File: src/rtl/uart_receiver.sv
// 8N1 UART receiver: 2-flop input synchronizer, mid-bit single sampling,
// registered byte output with one-cycle valid / framing-error pulses.
module uart_receiver #(
  parameter int unsigned CLKS_PER_BIT = 868
) (
  input  logic       clk_i,
  input  logic       rstb_i,
  input  logic       rx_i,
  output logic [7:0] data_o,
  output logic       rx_valid_o,
  output logic       frame_err_o,
  output logic       busy_o
);

  typedef enum logic [2:0] {
    IDLE,
    START,
    DATA,
    STOP,
    BREAK
  } state_e;

  localparam logic [15:0] FULL_M1 = 16'(CLKS_PER_BIT - 1);
  localparam logic [15:0] HALF_M1 = 16'(CLKS_PER_BIT / 2 - 1);

  state_e      state_q, state_d;
  logic [15:0] timer_q, timer_d;
  logic [2:0]  idx_q, idx_d;
  logic [7:0]  shreg_q, shreg_d;
  logic [7:0]  data_q, data_d;
  logic        valid_q, valid_d;
  logic        ferr_q, ferr_d;
  logic        meta_q, meta_d;
  logic        rx_s_q, rx_s_d;

  always_ff @(posedge clk_i or negedge rstb_i) begin
    if (!rstb_i) begin
      state_q <= IDLE;
      timer_q <= '0;
      idx_q   <= '0;
      shreg_q <= '0;
      data_q  <= '0;
      valid_q <= 1'b0;
      ferr_q  <= 1'b0;
      meta_q  <= 1'b1;
      rx_s_q  <= 1'b1;
    end else begin
      state_q <= state_d;
      timer_q <= timer_d;
      idx_q   <= idx_d;
      shreg_q <= shreg_d;
      data_q  <= data_d;
      valid_q <= valid_d;
      ferr_q  <= ferr_d;
      meta_q  <= meta_d;
      rx_s_q  <= rx_s_d;
    end
  end

  always_comb begin
    state_d = state_q;
    timer_d = timer_q;
    idx_d   = idx_q;
    shreg_d = shreg_q;
    data_d  = data_q;
    valid_d = 1'b0;
    ferr_d  = 1'b0;
    meta_d  = rx_i;
    rx_s_d  = meta_q;

    unique case (state_q)
      IDLE: begin
        timer_d = '0;
        if (!rx_s_q) state_d = START;
      end
      START: begin
        if (timer_q == HALF_M1) begin
          timer_d = '0;
          // a start bit that is gone by mid-bit was a glitch
          if (!rx_s_q) begin
            state_d = DATA;
            idx_d   = '0;
          end else begin
            state_d = IDLE;
          end
        end else begin
          timer_d = timer_q + 16'd1;
        end
      end
      DATA: begin
        if (timer_q == FULL_M1) begin
          timer_d        = '0;
          shreg_d[idx_q] = rx_s_q;
          if (idx_q == 3'd7) state_d = STOP;
          else               idx_d   = idx_q + 3'd1;
        end else begin
          timer_d = timer_q + 16'd1;
        end
      end
      STOP: begin
        if (timer_q == FULL_M1) begin
          timer_d = '0;
          if (rx_s_q) begin
            data_d  = shreg_q;
            valid_d = 1'b1;
            state_d = IDLE;
          end else begin
            ferr_d  = 1'b1;
            state_d = BREAK;
          end
        end else begin
          timer_d = timer_q + 16'd1;
        end
      end
      BREAK: begin
        // wait out a held-low line before arming start detection again
        timer_d = '0;
        if (rx_s_q) state_d = IDLE;
      end
      default: begin
        state_d = IDLE;
        timer_d = '0;
      end
    endcase
  end

  assign data_o      = data_q;
  assign rx_valid_o  = valid_q;
  assign frame_err_o = ferr_q;
  assign busy_o      = (state_q != IDLE);

endmodule

File: config.mk
export PLATFORM = sky130hd
export DESIGN_NAME = uart_receiver
export DESIGN_NICKNAME = d
export VERILOG_FILES = /design/src/rtl/uart_receiver.sv
export SDC_FILE = /design/constraint.sdc
export NUM_CORES = 1
export LEC_CHECK = 0
export CORE_ASPECT_RATIO = 0.9
export CORE_MARGIN = 4
export CORE_UTILIZATION = 40
export DETAILED_ROUTE_END_ITERATION = 6
export HOLD_SLACK_MARGIN = 0.06
export PLACE_DENSITY = 0.69
export SYNTH_ARGS = -nofsm -noshare
export SYNTH_HDL_FRONTEND = slang
export SYNTH_SLANG_ARGS = --single-unit
File: constraint.sdc
create_clock -name clk_i -period 3.7 [get_ports clk_i]
set_clock_uncertainty 0.1 [all_clocks]
set_input_delay 1.11 -clock clk_i [delete_from_list [all_inputs] [get_ports clk_i]]
set_output_delay 1.11 -clock clk_i [all_outputs]
set_load 0.02 [all_outputs]
After elaboration in Yosys (flattened, before gate mapping)
Index checks and enable logic that the tools add are counted.

Register bits: 42. Input bits: 3. Word-level logic and storage cells: 63.

$add $sub $neg: 2. Magnitude comparators: 2. Equality and inequality tests: 15. Multiplexer cells: 26. Reduce and logical (&&, ||, !) cells: 9.

Operators with widths (count): 3-bit 2-to-1 mux (11); 16-bit 2-to-1 mux (2); 16-bit case mux with 2 select lines (1); 16-bit by 1-bit adder with 16-bit output (second input constant) (1); 16-bit by 10-bit == test with 1-bit output (second input constant) (1); 16-bit by 9-bit == test with 1-bit output (second input constant) (1); 2-bit inequality test (second input constant) (8); 3-bit case mux with 5 select lines (1); 8-bit bitwise mux (1); 1-bit 2-to-1 mux (7); 3-bit by 2-bit == test with 1-bit output (second input constant) (2); 3-bit == test (second input constant) (2); 3-bit case mux with 2 select lines (1); 6-bit AND reduction (1); 5-bit AND reduction (1); 3-bit by 4-bit < comparator with 1-bit output (second input constant) (1); 3-bit by 1-bit adder with 3-bit output (second input constant) (1); 1-bit demux with 3-bit select (1); 3-bit by 1-bit == test with 1-bit output (second input constant) (1); 3-bit by 1-bit >= comparator with 1-bit output (second input constant) (1); 3-bit logical NOT (1); 3-bit AND reduction (1); 3-bit nonzero test (1); 2-bit 2-to-1 mux (1); other kinds (4) (4).

Logic depth before layout (Yosys ltp)
Gate-level depths: netlist (run 1).

Depth in word-level cells: 5. Gate-level depth with buffers: 7.

Least setup slack after synthesis (run 1)
No wires, ideal clock.

Path kind: reg-to-reg. Start point: register timer_q[13]. End point: register shreg_q[1]. Library setup time: 125 ps. Arrival time: 2327 ps. Required time: 3475 ps. Setup slack: 1149 ps. Stages on the path, launching flop included: 7. Path through: dfrtp_1 or4_4 or4_1 buf_2 buf_6 nor4_1 mux2_2.

Cells in the longest elaborated chain, start to end: 2.

Ends and longest elaborated chain: start, declared (RTL line 27) `logic [15:0] timer_q, timer_d;`; start signal, assigned (RTL line 49) `timer_q <= timer_d;`; 16-bit by 10-bit == test with 1-bit output (RTL line 91) `if (timer_q == FULL_M1) begin`; 2-bit AND reduction (no line); end signal, assigned (RTL line 51) `shreg_q <= shreg_d;`; end, declared (RTL line 29) `logic [7:0] shreg_q, shreg_d;`.

Every way passes these cells. A chain may end at the register's enable or synchronous reset.

Worst setup path in the final report (run 1)
Start point: register state_q[1]. End point: output port busy_o.

Cells in the longest elaborated chain, start to end: 1.

Ends and longest elaborated chain: start, declared (RTL line 26) `state_e state_q, state_d;`; start signal, assigned (RTL line 48) `state_q <= state_d;`; 3-bit nonzero test (RTL line 130) `assign busy_o = (state_q != IDLE);`; end, declared (RTL line 12) `output logic busy_o`.

Every way passes these cells.

==> flow_summary.toml, run 1 <==
[die]
floorplan.initialDensity = 0.4164
core_area_um2 = 4865
rows = 24
fp.dieH_um = 75.51
dieArea_um2 = 6268
die_x_um = 83.01
ioPinCount = 14

[global_route]
antenna_found_initial = 0
grt_pass1_wl_mm = 6.444
grt_overflow = 0
grt_pass1_vias = 1352
grtUsageTotal = 0.1289
grt_max_degree = 43

[synth]
syn_avg_cell_area_um2 = 10.89
synth_warnings = 0
seq_area_frac_synth = 0.5201
ys_types = 40
syn_inst = 186
syn-cell-area_um2 = 2026
ys_ff_latch = 42
synth_nets = 193

[finish]
fillers = 448
fin_cells = 268
drive_gt1_frac = 0.1576
area_growth_pct = 15.75
fin_util = 0.4820
fin_area_um2 = 2345
final_nets = 209
antenna_cells = 0

[setup_path]
crit_type = "reg2out"
cp_slowest_cell = "clkdlybuf4s50_1"
worstPathArrival_ns = 1.65
cp_cell_sequence = "nor2_1 > nand2_1 > clkdlybuf4s50_1"
reg2regPathDepth = 4
r2r_end = "shreg_q[3]"
cp-startpoint = "state_q[1]"
start_kind = "flip-flop"
max_stage_delay_ns = 0.55
crit_end = "busy_o"
rrSetupSlack_ns = 0.91
timing.rr.start = "timer_q[12]"
cp-end-kind = "output pin"
cp.required_ns = 2.49
critPathMaxFanout = 8

[clocking]
postCtsSetupBuffers = 0
clk_pin_slew_ns = 0.08
cts.path.max_buffers = 2
cts-hold-fix-buffers = 0
cts_tree = "done"
ctsResizeCount = 0
cts.sinks = 42
insertion_delay_ns = 0.30
cts_buffers = 5
cts_root_buffer = "clkbuf_8"
h-tree-depth = 2

[placement]
hpwlAfterDp_mm = 2.552
dpl-instance-area_um2 = 2207
placed_cells = 260
routabilityCongestion = 0.8048
post-place-ws_ns = 0.9515
io_buffers = 13

[route]
first_pass_iters = 4
ant_nets = 0
wl_per_cell_um = 13.87
vias = 1452
drtIter0Drc = 160
wirelength_mm = 3.716
drt-vias-per-instance = 5.418
drcViolationCount = 0

[sta]
rsz0062_at_grt = "false"
tightest_slew_ns = 0.8971
fin_tns_setup_ns = 0
hold_ws_ns = 0.2588
setup_viol = 0
clock.fmax_ghz = 0.3497
hold_violations = 0
max-slew-margin-rel = 0.4020
fin_ws_ns = 0.8406
finalCritPeriodShare = 0.7728
layout_min_cycle_time_ns = 2.859
finalMaxSlewViolations = 0

[min_path]
hp-class = "reg2reg"

[status]
status = "finished, final reports clean"

[pwr]
max-vdd-ir-drop_mv = 0.3281
p_per_area_nw_per_um2 = 387.2
power.total_mw = 0.9079
p_leak_nw = 1.026

[run]
cap_violations = 0
==> cells in the mapped netlist <==
master,instances,share of area
a2111o_1,1,0.0056
a2111oi_0,1,0.0043
a211o_2,1,0.0049
a21oi_1,3,0.0074
a22oi_1,2,0.0074
a311o_2,1,0.0056
a32oi_1,1,0.0043
and2_1,2,0.0062
and3_1,2,0.0062
and4_1,3,0.013
and4b_1,1,0.0049
buf_2,2,0.0049
buf_4,1,0.0037
buf_6,1,0.0056
clkbuf_1,1,0.0019
dfrtp_1,40,0.49
dfstp_2,2,0.026
ha_1,4,0.025
inv_1,9,0.017
mux2_2,16,0.089
nand2_1,7,0.013
nand2_2,1,0.0031
nand2b_1,1,0.0031
nand3_1,7,0.017
nand3b_1,1,0.0037
nand4_1,6,0.019
nand4b_1,1,0.0043
nor2_1,25,0.046
nor2b_1,2,0.0062
nor3_1,5,0.012
nor3b_1,1,0.0037
nor4_1,12,0.037
o211ai_1,2,0.0074
o21ai_0,1,0.0025
o221ai_1,2,0.0086
o22ai_1,1,0.0031
or4_1,2,0.0074
or4_4,1,0.0056
xnor2_1,13,0.056
xor2_1,1,0.0043
==> report_power, final <==
group	leakage (nW)	switching [mW]	internal [mW]	total, mW
logic	0.392	0.00873	0.00186	0.0106
clock network	0.0683	0.164	0.270	0.434
registers	0.565	0.00219	0.461	0.463
total	1.03	0.175	0.733	0.908
==> cells in the final DEF (no fill, tap or decap), types with 2 or more instances in the layout <==
master	synthesis	layout
a22oi_1	2	2
a21oi_1	3	3
and2_1	2	2
clkbuf_8	0	5
and3_1	2	2
nor3_1	5	5
nor2_1	25	25
dfrtp_1	40	40
ha_1	4	4
clkdlybuf4s50_1	0	12
inv_1	9	9
xnor2_1	13	13
bufinv_16	0	2
nand2_1	7	7
and4_1	3	3
nand3_1	7	7
mux2_2	16	16
nand4_1	6	6
o221ai_1	2	2
or4_1	2	2
dfstp_2	2	2
nor2b_1	2	2
o211ai_1	2	2
nor4_1	12	12
==> flip-flops by register name, indices dropped and copies added, names as in the netlist <==
signal / cells
data_o: 8
frame_err_o: 1
idx_q: 3
meta_q: 1
rx_s_q: 1
rx_valid_o: 1
shreg_q: 8
state_q: 3
timer_q: 16
==> critical path, delay by kind of cell, from the launching register on <==
family                 cells  cell delay (ns)
buffers and inverters      1             0.55
flip-flops                 1             0.46
AND/OR/NAND/NOR            2             0.36
==> cell families after synthesis <==
| family | Yosys count | synth area share |
|---|---|---|
| AND/OR/NAND/NOR | 80 | 0.2119 |
| adder cells (fa/ha/maj) | 4 | 0.02471 |
| multiplexers | 16 | 0.08894 |
| AO/OA/AOI/OAI | 16 | 0.06114 |
| buffers and inverters | 14 | 0.03273 |
| XOR/XNOR | 14 | 0.06053 |
| flip-flops | 42 | 0.5201 |
==> worst min path at each step <==
stage	slack [ns]	cells past startpoint	to	from
after floorplan	0.25	0	rx_s_q	meta_q
after detailed placement	0.25	0	rx_s_q	meta_q
after CTS	0.26	0	rx_s_q	meta_q
after global routing	0.27	0	rx_s_q	meta_q
final	0.26	0	rx_s_q	meta_q
after global placement	0.25	0	rx_s_q	meta_q
==> layout make-up <==
cell class / instances / area [um2] / area share
Sequential cell: 42 / 1054 / 0.4493
Multi-Input combinational cell: 130 / 905.9 / 0.3863
Timing Repair Buffer: 14 / 132.6 / 0.05656
Inverter: 9 / 33.78 / 0.01441
Clock inverter: 3 / 68.82 / 0.02935
Tap cell: 65 / 81.33 / 0.03469
Clock buffer: 5 / 68.82 / 0.02935
==> metal layers <==
metal,share of wire,GRT usage,up-vias
li1,-,-,706
met1,0.51,0.1808,697
met2,0.43,0.1922,44
met3,0.045,0.03243,5
met4,0.017,0.05445,0
met5,0,0,-
Power figures use the tool's default switching activity.
==> inputs of run 2 (changes only) <==
- PLACE_DENSITY: 0.69 -> 0.71
- clock period: 3.7 -> 2.6 ns (I/O delays scaled with it)
==> run 2 against run 1 <==
Compared with the run above: largest power group unchanged; worst hold slack worse by 0.010 ns; die area unchanged; largest cell class unchanged; non-clock buffer count up 11.
==> flow_summary.toml, run 2 (synthesis results as in run 1) <==
[route]
drt-vias-per-instance = 5.348
ant_nets = 0
drcViolationCount = 0
wirelength_mm = 3.970
first_pass_iters = 4
wl_per_cell_um = 14.23
vias = 1492
drtIter0Drc = 146

[die]
ioPinCount = 14
die_x_um = 83.01
floorplan.initialDensity = 0.4164
dieArea_um2 = 6268
fp.dieH_um = 75.51
core_area_um2 = 4865
rows = 24

[setup_path]
r2r_end = "shreg_q[5]"
reg2regPathDepth = 4
rrSetupSlack_ns = 0.11
crit_end = "busy_o"
critPathMaxFanout = 8
cp-end-kind = "output pin"
cp-startpoint = "state_q[0]"
crit_type = "reg2out"
cp.required_ns = 1.72
start_kind = "flip-flop"
timing.rr.start = "timer_q[11]"
worstPathArrival_ns = 1.63

[global_route]
grt_max_degree = 43
antenna_found_initial = 0
grtUsageTotal = 0.1373
grt_pass1_wl_mm = 6.748
grt_overflow = 0
grt_pass1_vias = 1449

[sta]
fin_tns_setup_ns = 0
tightest_slew_ns = 0.6799
hold_ws_ns = 0.2484
clock.fmax_ghz = 0.3991
finalMaxSlewViolations = 0
max-slew-margin-rel = 0.5426
finalCritPeriodShare = 0.9638
rsz0062_at_grt = "false"
setup_viol = 0
hold_violations = 0
layout_min_cycle_time_ns = 2.506

[pwr]
max-vdd-ir-drop_mv = 0.4410
power.total_mw = 1.326
p_leak_nw = 1.090
p_per_area_nw_per_um2 = 543.7

[finish]
largest_register = "timer_q"
final_nets = 220
fillers = 444
layout_common_cells = "dfrtp_1, nor2_1, mux2_2"
antenna_cells = 0
largest_reg_flops = 16
final_common_cell = "dfrtp_1"
drive_gt1_frac = 0.2103
area_growth_pct = 20.38

[run]
cap_violations = 0

[clocking]
cts-hold-fix-buffers = 0
cts_tree = "done"
cts.sinks = 42
clk_pin_slew_ns = 0.09
cts.path.max_buffers = 2
cts_root_buffer = "clkbuf_8"
h-tree-depth = 2
cts_buffers = 5
insertion_delay_ns = 0.31

[placement]
hpwlAfterDp_mm = 2.706
routabilityCongestion = 0.8505
io_buffers = 13

[status]
status = "finished, final reports clean"

[min_path]
hp-class = "reg2reg"
[run 2: cell types whose count changed in the layout (fill, tap and decap cells not counted)]
cell / change
buf_4: +11
nor2_2: +1
nor2_1: -1
or4_1: -1
or4_4: +1
clkbuf_8: +1
clkinv_4: -1
[run 2: worst min-delay path by stage]
stage,depth (start not counted),endpoint,from,slack [ns]
after floorplan,0,rx_s_q,meta_q,0.25
after global placement,0,rx_s_q,meta_q,0.25
after detailed placement,0,rx_s_q,meta_q,0.25
after CTS,0,rx_s_q,meta_q,0.25
after global routing,0,rx_s_q,meta_q,0.26
final,0,rx_s_q,meta_q,0.25
[run 2: per-layer routing]
layer	up-vias	wire length, um	track usage
met5	-	0	0
li1	732	-	-
met3	8	148	0.04432
met1	725	1978	0.1822
met2	27	1752	0.2028
met4	0	90	0.07260
[run 2: timing repair]
item / in CTS / in global routing
endpoints found under the hold margin: 0 / 0
endpoints found under the setup margin: 1 / 1
buffers inserted: 0 / 0
gates resized for setup: 1 / 1
[run 2: power by group]
group / total [mW] / switching, mW / internal, mW
combinational: 0.0165 / 0.0129 / 0.00362
sequential: 0.659 / 0.00320 / 0.656
clock: 0.651 / 0.241 / 0.410
total: 1.33 / 0.257 / 1.07
[run 2: stage by stage]
stage | std cells | utilization | instance area [um2] | worst slack [ns]
final | 279 | 0.5013 | 2439 | 0.09425
after global routing | 279 | 0.5013 | 2439 | 0.02545
after CTS | 279 | 0.5008 | 2436 | 0.02992
after detailed placement | 271 | 0.4707 | 2290 | 0.01830
after global placement | 271 | 0.4707 | 2290 | 0.05290
after floorplan | 186 | - | 2026 | 0.04869
[run 2: critical path, stage by stage, from the launching register on]
cell	delay (ns)
dfrtp_1	0.48
inv_1	0.14
nand2_1	0.09
clkdlybuf4s50_1	0.60
[run 2: layout make-up]
type                       instances  area, um2  area share
clock buffer                       6      82.58     0.03386
sequential                        42       1054      0.4320
timing repair buffer              25      215.2     0.08825
tap                               65      81.33     0.03335
multi-input combinational        130      912.1      0.3740
clock inverter                     2      60.06     0.02463
inverter                           9      33.78     0.01385
